`src/rtl/fifo_pkg.sv`:
```
// Shared async-FIFO helpers: pointer width convention, Gray/binary conversion
// and the overflow counter width.
package fifo_pkg;

    localparam int unsigned PTR_MAX_W = 32;
    localparam int unsigned OVF_CNT_W = 8;

    // Pointers carry one extra wrap bit above the RAM address.
    function automatic int unsigned ptr_width(input int unsigned addr_width);
        return addr_width + 1;
    endfunction

    function automatic logic [PTR_MAX_W-1:0] bin2gray(input logic [PTR_MAX_W-1:0] bin);
        return bin ^ (bin >> 1);
    endfunction

    function automatic logic [PTR_MAX_W-1:0] gray2bin(input logic [PTR_MAX_W-1:0] gray);
        logic [PTR_MAX_W-1:0] bin;
        bin = '0;
        for (int i = 0; i < PTR_MAX_W; i++) begin
            bin[i] = ^(gray >> i);
        end
        return bin;
    endfunction

endpackage

```
`src/rtl/ptr_sync.sv`:
```
// STAGES-deep, WIDTH-bit synchronizer chain for Gray pointers crossing clock
// domains; shared by the write- and read-side flag controllers.
module ptr_sync #(
    parameter int unsigned WIDTH  = 4,
    parameter int unsigned STAGES = 2
) (
    input  logic             clk_i,
    input  logic             rst_ni,
    input  logic [WIDTH-1:0] d_i,
    output logic [WIDTH-1:0] q_o
);

    logic [STAGES-1:0][WIDTH-1:0] sync_d;
    logic [STAGES-1:0][WIDTH-1:0] sync_q;

    always_comb begin
        sync_d    = sync_q;
        sync_d[0] = d_i;
        for (int i = 1; i < STAGES; i++) begin
            sync_d[i] = sync_q[i-1];
        end
    end

    always_ff @(posedge clk_i or negedge rst_ni) begin
        if (!rst_ni) begin
            sync_q <= '0;
        end else begin
            sync_q <= sync_d;
        end
    end

    assign q_o = sync_q[STAGES-1];

endmodule

```
`src/rtl/wr_flag_ctrl.sv`:
```
// Write-side async-FIFO controller: write pointer, read-pointer synchronizer,
// registered FULL/ALMOST_FULL/level and sticky overflow.
// Optional saturating overflow counter built only when FIFO_OVF_CNT_EN is defined.
module wr_flag_ctrl
    import fifo_pkg::*;
#(
    parameter int unsigned ADDR_WIDTH  = 3,
    parameter int unsigned SYNC_STAGES = 2,
    parameter int unsigned AF_MARGIN   = 2
) (
    input  logic                  CLK,
    input  logic                  RST_N,
    input  logic                  WRITE_ENA,
    input  logic [ADDR_WIDTH:0]   RD_PTR_GRAY,
    input  logic                  OVF_CLR,
    output logic [ADDR_WIDTH-1:0] WRITE_ADDR,
    output logic                  WRITE_PUSH,
    output logic [ADDR_WIDTH:0]   WR_PTR_GRAY,
    output logic                  FULL,
    output logic                  ALMOST_FULL,
    output logic [ADDR_WIDTH:0]   WR_LEVEL,
    output logic                  OVERFLOW,
    output logic [OVF_CNT_W-1:0]  OVF_COUNT
);

    localparam int unsigned PTR_W = ptr_width(ADDR_WIDTH);
    localparam int unsigned DEPTH = 1 << ADDR_WIDTH;
    localparam logic [PTR_W-1:0] LVL_FULL = PTR_W'(DEPTH);
    localparam logic [PTR_W-1:0] LVL_AF   = PTR_W'(DEPTH - AF_MARGIN);

    if (SYNC_STAGES < 2) begin : g_bad_sync
        $error("SYNC_STAGES must be at least 2");
    end
    if (AF_MARGIN < 1 || AF_MARGIN > DEPTH - 1) begin : g_bad_margin
        $error("AF_MARGIN must lie in 1..DEPTH-1");
    end

    logic [PTR_W-1:0] wptr_d, wptr_q;
    logic [PTR_W-1:0] wptr_gray_d, wptr_gray_q;
    logic [PTR_W-1:0] level_d, level_q;
    logic             full_d, full_q;
    logic             afull_d, afull_q;
    logic             ovf_d, ovf_q;
    logic [PTR_W-1:0] rptr_gray_s;
    logic [PTR_W-1:0] rptr_s;
    logic             write_push;
    logic             write_drop;

    ptr_sync #(
        .WIDTH  (PTR_W),
        .STAGES (SYNC_STAGES)
    ) u_rptr_sync (
        .clk_i  (CLK),
        .rst_ni (RST_N),
        .d_i    (RD_PTR_GRAY),
        .q_o    (rptr_gray_s)
    );

    assign rptr_s     = PTR_W'(gray2bin(PTR_MAX_W'(rptr_gray_s)));
    assign write_push = WRITE_ENA && !full_q;
    assign write_drop = WRITE_ENA && full_q;

    always_comb begin
        wptr_d      = wptr_q + PTR_W'(write_push);
        wptr_gray_d = PTR_W'(bin2gray(PTR_MAX_W'(wptr_d)));
        // Wrap bit makes the modular difference exact across pointer wrap.
        level_d     = wptr_d - rptr_s;
        full_d      = (level_d == LVL_FULL);
        afull_d     = (level_d >= LVL_AF);
        ovf_d       = ovf_q;
        if (write_drop) begin
            ovf_d = 1'b1;
        end else if (OVF_CLR) begin
            ovf_d = 1'b0;
        end
    end

    always_ff @(posedge CLK or negedge RST_N) begin
        if (!RST_N) begin
            wptr_q      <= '0;
            wptr_gray_q <= '0;
            level_q     <= '0;
            full_q      <= 1'b0;
            afull_q     <= 1'b0;
            ovf_q       <= 1'b0;
        end else begin
            wptr_q      <= wptr_d;
            wptr_gray_q <= wptr_gray_d;
            level_q     <= level_d;
            full_q      <= full_d;
            afull_q     <= afull_d;
            ovf_q       <= ovf_d;
        end
    end

`ifdef FIFO_OVF_CNT_EN
    logic [OVF_CNT_W-1:0] ovf_cnt_d, ovf_cnt_q;

    always_comb begin
        ovf_cnt_d = ovf_cnt_q;
        if (write_drop) begin
            if (ovf_cnt_q != '1) begin
                ovf_cnt_d = ovf_cnt_q + 1'b1;
            end
        end else if (OVF_CLR) begin
            ovf_cnt_d = '0;
        end
    end

    always_ff @(posedge CLK or negedge RST_N) begin
        if (!RST_N) begin
            ovf_cnt_q <= '0;
        end else begin
            ovf_cnt_q <= ovf_cnt_d;
        end
    end

    assign OVF_COUNT = ovf_cnt_q;
`else
    assign OVF_COUNT = '0;
`endif

    assign WRITE_ADDR  = wptr_q[ADDR_WIDTH-1:0];
    assign WRITE_PUSH  = write_push;
    assign WR_PTR_GRAY = wptr_gray_q;
    assign FULL        = full_q;
    assign ALMOST_FULL = afull_q;
    assign WR_LEVEL    = level_q;
    assign OVERFLOW    = ovf_q;

endmodule

```
`config.mk`:
```
export PLATFORM = sky130hd
export DESIGN_NAME = wr_flag_ctrl
export DESIGN_NICKNAME = d
export VERILOG_FILES = /design/src/rtl/fifo_pkg.sv /design/src/rtl/ptr_sync.sv /design/src/rtl/wr_flag_ctrl.sv
export SDC_FILE = /design/constraint.sdc
export NUM_CORES = 1
export LEC_CHECK = 0
export ABC_AREA = 0
export CELL_PAD_IN_SITES_DETAIL_PLACEMENT = 1
export CELL_PAD_IN_SITES_GLOBAL_PLACEMENT = 1
export CORE_ASPECT_RATIO = 1.2
export CORE_MARGIN = 10
export CORE_UTILIZATION = 31
export CTS_BUF_LIST = sky130_fd_sc_hd__clkbuf_4 sky130_fd_sc_hd__clkbuf_8 sky130_fd_sc_hd__clkbuf_16
export DETAILED_ROUTE_END_ITERATION = 12
export PLACE_DENSITY = 0.76
export SETUP_SLACK_MARGIN = 0.2
export SLEW_MARGIN = 0
export SYNTH_ARGS = -nofsm -noshare
export SYNTH_HDL_FRONTEND = slang
export SYNTH_HIERARCHICAL = 1
export SYNTH_SLANG_ARGS = --single-unit
```
`constraint.sdc`:
```
create_clock -name CLK -period 2.1 [get_ports CLK]
set_clock_uncertainty 0.05 [all_clocks]
set_input_delay 0.21 -clock CLK [delete_from_list [all_inputs] [get_ports CLK]]
set_output_delay 0.21 -clock CLK [all_outputs]
set_load 0.01 [all_outputs]
```
==> impl_results.md <==
* Max-slew violation count at 0
* CP Class: flip-flop to flip-flop
* Critical Path End Type: flip-flop
* TritonCTS buffer count at 3
* Routed WL per cell at 14.64 um
* Number of synthesis warnings at 6
* Row count at 21
* Initial antenna violation count at 0
* Critical path startpoint category: flip-flop
* Final WS setup at -0.1967 ns
* Worst-Skew Late Latency at 0.31 ns
* Core area at 2811 sq um
* Final GP Congestion at 0.7062
* Port-buffer cells at 22
* WL met3 at 172 um
* Register area share after synthesis at 0.6003
* Final Power at 0.002376 W
* M1 WL at 730 um
* Root Buffer: clkbuf_4
* Status: finished, violations left
* Clock power share at 0.099
* Die Ht at 79.58 um
* Pint at 0.001502 W
* Max H-tree Level at 1
* Slowest cell delay on critical path at 0.42 ns
* Vias in the first global route at 649
* Chip width at 69.65 um
* Max Used Layer: met4
* Max Fclk at 435.4 MHz
* Clock buffer depth at 2
* Max VDD drop at 0.6000 mV
* Mapped cell area at 917.1 sq um
* CTS tree: built
* DIE AREA at 5543 sq um
* Clk sinks at 22
* Psw at 0.0008739 W
* GR Util All Layers at 0.07396
* Sw frac at 0.3678
* Post-Synthesis Cells at 68
* Crit path required time at 2.31 ns
* Starting Density at 0.3262
* Vias per inst at 4.264
* Pre-Repair DR Iteration Count at 3
* Initial drt markers at 3
* HPWL Detailed at 1.481 mm
* Pwr Density at 1736 nW/um^2
* Cell count after placement at 130
* Logic gate share of total power at 0.631
* Crit path top cell by count: xnor2_2
* Pleak at 0.6091 nW
* Synth top area cells: dfrtp_1, xnor2_1, buf_4
* Vias at 597
* Sequential Power Share at 0.270
* Crit path max fanout at 3
* Final net count at 119
* CP arrival at 2.51 ns
* CP Cell Sequence: xor2_2 > xnor2_2 > xnor2_1 > ha_2 > inv_2 > ha_4 > a211oi_2 > a21oi_2 > xnor2_2 > a21o_1
* Antenna Cells at 0
* Period minus WS final at 2.297 ns
* Largest net degree at the start of global routing at 23
* Syn-to-layout area delta at 49.25%
* Largest area contributor in the netlist: dfrtp_1
* CTS hold repair buffers at 0
* Reg clk slew, reported paths at 0.12 ns
* MaxCap Viol Count at 0
* Post-synth cell types at 20
* Failing checks: setup timing
* Area share of the largest cell type after synthesis at 0.6003
* Critical path's slowest cell: dfrtp_1
* Syn_area_per_cell at 13.49 sq um
* Yosys reg bits at 22
* Final setup vio count at 4
* Hold Fails Final Rpt at 0
* I/O pin count at 31
* Antenna-violating nets left at 0
* Crit share post-route at 1.094
* First-pass GRT wire length at 3.222 mm
* Met2 routed WL at 1.103 mm
* Grt total ovfl at 0
* Worst min path class: input port to asynchronous set/reset pin
* Finished Layout Cells at 140
* Final WL at 2.049 mm
* RSZ-0062 raised after global routing: true
* Drt drc at 0
* Fraction of layout cells with a size suffix above 1 at 0.3396
[registers in the layout, indices dropped and copies added, names as in the netlist]
| name | cells |
|---|---|
| ALMOST_FULL | 1 |
| FULL | 1 |
| OVERFLOW | 1 |
| WR_LEVEL | 4 |
| WR_PTR_GRAY | 4 |
| u_rptr_sync/q_o | 4 |
| u_rptr_sync/sync_d | 4 |
| wptr_q | 3 |
[path summary, 6_finish.rpt]
| path | from | to | slack [ns] | cells past startpoint |
|---|---|---|---|---|
| setup / recovery | u_rptr_sync/q_o[2] | ALMOST_FULL | -0.20 | 10 |
| hold / removal | RST_N | WR_PTR_GRAY[0] | 0.18 | 2 |
| setup reg to reg | u_rptr_sync/q_o[2] | ALMOST_FULL | -0.20 | 10 |
| hold reg to reg | u_rptr_sync/sync_d[7] | u_rptr_sync/q_o[3] | 0.31 | 0 |
| max in group asynchronous | RST_N | u_rptr_sync/sync_d[4] | 1.61 | 2 |
| min in group CLK | RD_PTR_GRAY[3] | u_rptr_sync/sync_d[7] | 0.27 | 1 |
[kinds of logic (layout without fill, tap and decap cells)]
| family | count (synthesis) | count (layout) | synth area share |
|---|---|---|---|
| AND/OR/NAND/NOR | 7 | 7 | 0.05047 |
| flip-flops | 22 | 22 | 0.6003 |
| buffers and inverters | 14 | 45 | 0.09004 |
| other | 1 | 8 | 0.004089 |
| adder cells (fa/ha/maj) | 5 | 5 | 0.06549 |
| XOR/XNOR | 13 | 13 | 0.1405 |
| AO/OA/AOI/OAI | 5 | 5 | 0.03683 |
| multiplexers | 1 | 1 | 0.01228 |
[routing by layer]
layer  track usage  vias to the layer above
met3       0.02736                        5
met2        0.1310                       27
met1       0.07370                      289
met5             0                        -
met4       0.04150                        0
li1              -                      276
[placed cells by master (no fill, tap or decap)]
cell type / Yosys / layout
xor2_1: 2 / 2
clkbuf_4: 0 / 3
inv_2: 0 / 2
xnor2_2: 1 / 4
nand2_1: 2 / 2
ha_4: 0 / 2
a211oi_2: 0 / 1
clkdlybuf4s50_1: 0 / 22
nor2b_1: 3 / 1
buf_4: 8 / 13
mux2_2: 1 / 1
conb_1: 1 / 8
nor4b_4: 0 / 1
nor2b_4: 0 / 1
ha_2: 0 / 2
xor2_2: 1 / 1
clkbuf_8: 0 / 1
a21o_1: 1 / 1
dfrtp_1: 22 / 22
nand3_1: 1 / 1
xnor2_1: 9 / 6
nor2b_2: 0 / 1
inv_1: 6 / 4
a21oi_2: 1 / 1
maj3_2: 0 / 1
a21oi_4: 0 / 1
o21ai_0: 1 / 1
[area by class of cell]
cell class | count | area [sq um]
fillers | 306 | 1443
well taps | 34 | 42.54
multi-input cells | 39 | 399.1
repair buffers | 35 | 317.8
clock buffers | 4 | 36.28
flip-flops and latches | 22 | 550.5
inverters | 6 | 22.52
[timing repair]
action                     in CTS  in global routing
setup buffers                   3                  3
hold endpoints to repair        0                  0
gates resized for setup         3                  6
pin swaps                       1                  7
setup endpoints to repair       4                  4
[synthesized netlist by cell type (all sizes together)]
| master | n |
|---|---|
| nand3 | 1 |
| o21ai | 1 |
| maj3 | 1 |
| inv | 6 |
| nor2b | 3 |
| nor4b | 1 |
| a211oi | 1 |
| nand2 | 2 |
| xor2 | 3 |
| dfrtp | 22 |
| buf | 8 |
| mux2 | 1 |
| a21oi | 2 |
| ha | 4 |
| a21o | 1 |
| xnor2 | 10 |
| conb | 1 |
[power groups by stage]
stage | Sequential (W) | Combinational, W | Clock (W)
after global placement | 0.000646 | 0.00113 | 0
after global routing | 0.000657 | 0.00161 | 0.000261
after CTS | 0.000643 | 0.00131 | 0.000238
final | 0.000641 | 0.00150 | 0.000236
after floorplan | 0.000714 | 0.000620 | 0
after detailed placement | 0.000654 | 0.00118 | 0
[critical path: cells and delay by family, from the launching register on]
| kind | cells | cell delay (ns) |
|---|---|---|
| compound gates | 3 | 0.46 |
| xor+xnor | 4 | 0.87 |
| fa+ha+maj | 2 | 0.39 |
| buf+inv | 1 | 0.06 |
| flops | 1 | 0.42 |
[through the flow]
stage	instance area (sq um)	hold slack (ns)	utilization	TNS, ns	setup slack [ns]
after floorplan	979.7	-0.1356	-	0	0.002357
after global placement	1235	0.2816	0.4393	-0.9349	-0.3368
after detailed placement	1235	0.2864	0.4393	-1.260	-0.4356
after CTS	1316	0.1894	0.4682	-0.3761	-0.1983
after global routing	1369	0.2095	0.4869	-0.9300	-0.3188
final	1369	0.1792	0.4869	-0.5771	-0.1967
Power figures use the tool's default switching activity.
